### config.mk
export PLATFORM = sky130hd
export DESIGN_NAME = uart_tx_buffer
export DESIGN_NICKNAME = d
export VERILOG_FILES = /design/src/rtl/uart_pkg.sv /design/src/rtl/sync_fifo.sv /design/src/rtl/uart_tx_buffer.sv
export SDC_FILE = /design/constraint.sdc
export NUM_CORES = 1
export LEC_CHECK = 0
export ABC_AREA = 1
export CAP_MARGIN = 0
export CORE_ASPECT_RATIO = 0.7
export CORE_MARGIN = 2
export CORE_UTILIZATION = 64
export CTS_CLUSTER_DIAMETER = 150
export DETAILED_ROUTE_END_ITERATION = 7
export PLACE_DENSITY = 0.83
export SETUP_SLACK_MARGIN = 0.15
export SLEW_MARGIN = 20
export SYNTH_ARGS = -nofsm -noshare
export SYNTH_HDL_FRONTEND = slang
export SYNTH_SLANG_ARGS = --single-unit
### constraint.sdc
create_clock -name clk -period 5 [get_ports clk]
set_clock_uncertainty 0.15 [all_clocks]
set_input_delay 1 -clock clk [delete_from_list [all_inputs] [get_ports clk]]
set_output_delay 1 -clock clk [all_outputs]
set_load 0.01 [all_outputs]
### src/rtl/uart_pkg.sv
// Shared types and constants for the UART transmit path.
package uart_pkg;

    localparam int DEFAULT_TX_DEPTH = 16;

    typedef logic [7:0] byte_t;

    typedef enum logic [1:0] {
        IDLE,
        LOAD,
        SEND,
        WAIT_DONE
    } tx_buf_state_t;

endpackage

### src/rtl/sync_fifo.sv
// Circular single-clock FIFO with a registered read port that updates only on pop.
// A write into a full FIFO is dropped and reported by a one-cycle overflow pulse.
module sync_fifo #(
    parameter  int DEPTH = 16,
    parameter  int WIDTH = 8,
    localparam int AW    = $clog2(DEPTH)
) (
    input  logic             clk,
    input  logic             rst,
    input  logic             push,
    input  logic [WIDTH-1:0] push_data,
    input  logic             pop,
    output logic [WIDTH-1:0] dout,
    output logic             full,
    output logic             empty,
    output logic [AW:0]      count,
    output logic             overflow
);

    localparam logic [AW:0] FULL_COUNT = (AW+1)'(DEPTH);

    logic [WIDTH-1:0] mem [DEPTH];

    logic [AW-1:0]    wr_ptr_q, wr_ptr_d;
    logic [AW-1:0]    rd_ptr_q, rd_ptr_d;
    logic [AW:0]      count_q, count_d;
    logic             overflow_q, overflow_d;
    logic [WIDTH-1:0] dout_q;
    logic             push_ok;
    logic             pop_ok;

    // Flags come from the registered count, so a same-cycle pop never frees room for a write.
    assign full     = (count_q == FULL_COUNT);
    assign empty    = (count_q == '0);
    assign count    = count_q;
    assign overflow = overflow_q;
    assign dout     = dout_q;

    assign push_ok = push && !full;
    assign pop_ok  = pop && !empty;

    always_comb begin
        wr_ptr_d   = wr_ptr_q;
        rd_ptr_d   = rd_ptr_q;
        count_d    = count_q;
        overflow_d = push && full;
        if (push_ok) begin
            wr_ptr_d = wr_ptr_q + AW'(1);
        end
        if (pop_ok) begin
            rd_ptr_d = rd_ptr_q + AW'(1);
        end
        case ({push_ok, pop_ok})
            2'b10:   count_d = count_q + (AW+1)'(1);
            2'b01:   count_d = count_q - (AW+1)'(1);
            default: count_d = count_q;
        endcase
    end

    always_ff @(posedge clk) begin
        if (rst) begin
            wr_ptr_q   <= '0;
            rd_ptr_q   <= '0;
            count_q    <= '0;
            overflow_q <= 1'b0;
        end else begin
            wr_ptr_q   <= wr_ptr_d;
            rd_ptr_q   <= rd_ptr_d;
            count_q    <= count_d;
            overflow_q <= overflow_d;
        end
    end

    // Storage has no reset so it can map onto block RAM.
    always_ff @(posedge clk) begin
        if (!rst && push_ok) begin
            mem[wr_ptr_q] <= push_data;
        end
    end

    always_ff @(posedge clk) begin
        if (rst) begin
            dout_q <= '0;
        end else if (pop_ok) begin
            dout_q <= mem[rd_ptr_q];
        end
    end

endmodule

### src/rtl/uart_tx_buffer.sv
// Byte queue feeding a UART transmitter: bytes are buffered in a FIFO and
// drained one at a time through the transmitter's send/busy handshake.
module uart_tx_buffer
    import uart_pkg::*;
#(
    parameter  int DEPTH = DEFAULT_TX_DEPTH,
    localparam int AW    = $clog2(DEPTH)
) (
    input  logic        clk,
    input  logic        rst,
    input  logic        wr_en,
    input  logic [7:0]  wr_data,
    output logic        full,
    output logic        empty,
    output logic [AW:0] count,
    output logic        overflow,
    output logic        tx_send,
    output logic [7:0]  tx_din,
    input  logic        tx_busy
);

    tx_buf_state_t state_q, state_d;
    logic          pop;
    byte_t         fifo_dout;

    sync_fifo #(
        .DEPTH (DEPTH),
        .WIDTH (8)
    ) u_fifo (
        .clk       (clk),
        .rst       (rst),
        .push      (wr_en),
        .push_data (wr_data),
        .pop       (pop),
        .dout      (fifo_dout),
        .full      (full),
        .empty     (empty),
        .count     (count),
        .overflow  (overflow)
    );

    // The FIFO read register doubles as the transmitter data hold, so it only moves in LOAD.
    assign tx_din = fifo_dout;

    always_ff @(posedge clk) begin
        if (rst) begin
            state_q <= IDLE;
        end else begin
            state_q <= state_d;
        end
    end

    always_comb begin
        state_d = state_q;
        case (state_q)
            IDLE: begin
                if (!empty && !tx_busy) begin
                    state_d = LOAD;
                end
            end
            LOAD: begin
                state_d = SEND;
            end
            SEND: begin
                if (tx_busy) begin
                    state_d = WAIT_DONE;
                end
            end
            WAIT_DONE: begin
                if (!tx_busy) begin
                    state_d = IDLE;
                end
            end
            default: begin
                state_d = IDLE;
            end
        endcase
    end

    always_comb begin
        tx_send = (state_q == SEND);
        pop     = (state_q == LOAD);
    end

endmodule

==> results.json <==
{
  "synth_area_leader_cell": "edfxtp_1",
  "cts_sinks": 152,
  "synth-simple-area-share": 0.117,
  "dieArea_sq_um": 10700,
  "fmax_mhz": 318,
  "portBuffers": 28,
  "finish.cell_count_without_fillers": 700,
  "power.density_nw_per_um2": 536,
  "synthXorXnorAreaFrac": 0.00694,
  "yosysWarnings": 0,
  "htreeDepth": 4,
  "switching_share": 0.327,
  "vias_per_cell": 6.50,
  "r2r_start": "u_fifo.rd_ptr_q[0]",
  "slew_violations": 0,
  "setup_tns_ps": 0,
  "yosys_register_bits": 152,
  "crit_type": "input port to flop",
  "synth_seq_area_share": 0.686,
  "synth.cell_area_sq_um": 6310,
  "wl_per_cell_um": 22.7,
  "cts_buffers": 17,
  "antenna_found_initial": 0,
  "synth_commonest_cells": "128 x edfxtp_1, 114 x nor2_1, 56 x o21ai_0, 33 x inv_1, 31 x nand2_1",
  "post-route-period-util": 0.630,
  "core_sq_um": 9650,
  "path_delay_family": "buffers and inverters",
  "path_cells": "clkdlybuf4s50_1, inv_1, nand2_1, inv_1, nand2_1, nor2_1",
  "rows": 30,
  "dp_slack_ps": 1510,
  "worst-path-buf-inv": 3,
  "synthMuxAreaShare": 0,
  "clockRootBuffer": "clkbuf_16",
  "holdPathEnd": "u_fifo.dout[4]",
  "arrival_ps": 3050,
  "cts_hold_buf": 0,
  "place_area_sq_um": 6610,
  "crit_fanout": 14,
  "maxSlewHeadroom": 0.274,
  "ys_async_sr_fraction": 0,
  "synth.area.top_cells": "edfxtp_1 61%, dfxtp_1 7.6%, nor2_1 6.8%",
  "grt.total_usage": 0.316,
  "numPlacedInstances": 668,
  "nFillCells": 575,
  "grt_pass1_vias": 4100,
  "fin_util": 0.746,
  "critical_path.reg2reg.endpoint": "u_fifo.dout[1]",
  "min_period_ps": 3150,
  "rsz0062_at_grt": "false",
  "max_stage_delay_ps": 620,
  "syn_inst": 538,
  "drive_gt1_frac": 0.0647,
  "start_util": 0.654,
  "crit_path_start_kind": "input port",
  "reg2reg_depth": 8,
  "synth_top_area_share": 0.609,
  "avgSynthCellArea_sq_um": 11.7,
  "clock_latency_ps": 420,
  "grt_max_degree": 68,
  "wl_um": 15900,
  "power.share.sequential": 0.393,
  "endpoint_kind": "flop",
  "num_vias": 4550,
  "grt_first_pass_wirelength_um": 23700,
  "area.sequential_sq_um": 4330,
  "finalPower_mw": 3.85,
  "antenna_cells": 0,
  "io_pins": 29,
  "antenna_left": 0,
  "drt_iter0_drc": 743,
  "drt_pass1_iterations": 6,
  "slowest_stage": "clkdlybuf4s50_1",
  "multi_input_area_sq_um": 1690,
  "final_cell_area_sq_um": 7190,
  "area_growth_pct": 14.0,
  "synthAdderAreaFrac": 0.0258,
  "p_leak_nw": 2.53,
  "nNetsFinal": 584,
  "synth_top_family_by_area": "compound AO/OA/AOI/OAI gates",
  "p_clk_frac": 0.330,
  "clk_path_buf_depth": 2,
  "synth_flop_cell": "edfxtp_1",
  "place_hpwl_um": 9790,
  "cts_tree": "done",
  "syn_nets": 563,
  "combPwrFrac": 0.276,
  "post_synth_num_cell_types": 27,
  "setup_viol": 0,
  "hp-start": "u_fifo.dout[4]",
  "yosysMostFrequentCell": "edfxtp_1",
  "die_w_um": 123,
  "r2r_slack_ps": 2140,
  "gr-total-overflow": 0,
  "switchingPower_mw": 1.26,
  "status": "finished clean",
  "post-cts-setup-buffer-count": 0,
  "drv_cap": 0,
  "holdWs_ps": 434,
  "internal_power_mw": 2.59,
  "setup_ws_ps": 1850,
  "drc_errors": 0,
  "vdd_ir_drop_max_uv": 360,
  "die_h_um": 87.1,
  "synth_compound_area_frac": 0.119,
  "post_cts_resized": 0,
  "place.gp.congestion": 1.02,
  "hold_path_depth": 4,
  "synth_edf_count": 128,
  "worstPathRequired_ps": 4900,
  "hold_class": "flop to flop",
  "finalHoldViolCount": 0,
  "worst_slew_pin_slew_ps": 1090,
  "clk_pin_slew_ps": 60
}
[worst register-to-register path, cell delays in order (launching register included)]
cell      delay, ps
dfxtp_2         320
buf_4           520
inv_2           600
o21ai_0         420
o22ai_1         140
o211ai_1        280
nand3_1         160
nand2_1         120
inv_1            50
[cells by family (layout without fill, tap and decap cells)]
logic type	Yosys count	count (layout)
and+or+nand+nor	179	179
DFF	152	152
AOI/OAI and AO/OA	125	125
buffers and inverters	64	98
adders and majority gates	13	13
xor gates and xnor gates	5	5
[cell usage in the layout, fill, tap and decap left out, types with 19 or more instances in the layout]
cell             instances
inv_1                   33
o21ai_1                 19
o221ai_1                23
clkdlybuf4s50_1         28
dfxtp_1                 23
edfxtp_1               128
nor2_1                 114
nand3_1                 24
nand2_1                 31
o21ai_0                 56
[power by group through the flow]
stage | clock network, mW | logic, mW | registers, mW
floorplan | 0 | 0.670 | 1.55
global placement | 0 | 0.983 | 1.53
detailed placement | 0 | 1.01 | 1.54
CTS | 1.27 | 1.03 | 1.51
global route | 1.33 | 1.15 | 1.52
finish | 1.27 | 1.07 | 1.52
[final cells by class]
| type | instances | area share |
|---|---|---|
| Clock inverter | 10 | 0.0179 |
| Timing Repair Buffer | 30 | 0.0411 |
| Clock buffer | 22 | 0.0632 |
| Multi-Input combinational cell | 322 | 0.235 |
| Tap cell | 128 | 0.0223 |
| Sequential cell | 152 | 0.601 |
| Inverter | 36 | 0.0188 |
[layer usage]
layer | part of all wire | GRT usage | vias to the layer above
met3 | 0.15 | 0.101 | 53
met1 | 0.39 | 0.470 | 2100
met2 | 0.43 | 0.430 | 418
li1 | - | - | 1979
met5 | 0 | 0 | -
met4 | 0.032 | 0.140 | 0
[sequential cells by signal, summed over array words and instances, names as in the netlist]
name / count
u_fifo.count: 5
u_fifo.mem: 128
u_fifo.dout: 8
u_fifo.overflow: 1
state_q: 2
u_fifo.rd_ptr_q: 4
u_fifo.wr_ptr_q: 4
[worst max path at each step]
stage | start | end | slack, ps | cells after the start
floorplan | wr_en | u_fifo.count[4] | 2670 | 11
global placement | rst | u_fifo.mem[4][2] | 1560 | 6
detailed placement | rst | u_fifo.mem[4][5] | 1510 | 6
CTS | rst | u_fifo.mem[8][2] | 1910 | 6
global route | rst | u_fifo.mem[4][4] | 1740 | 6
finish | rst | u_fifo.mem[8][7] | 1850 | 6
No activity file was read; power rests on OpenSTA's default activity.
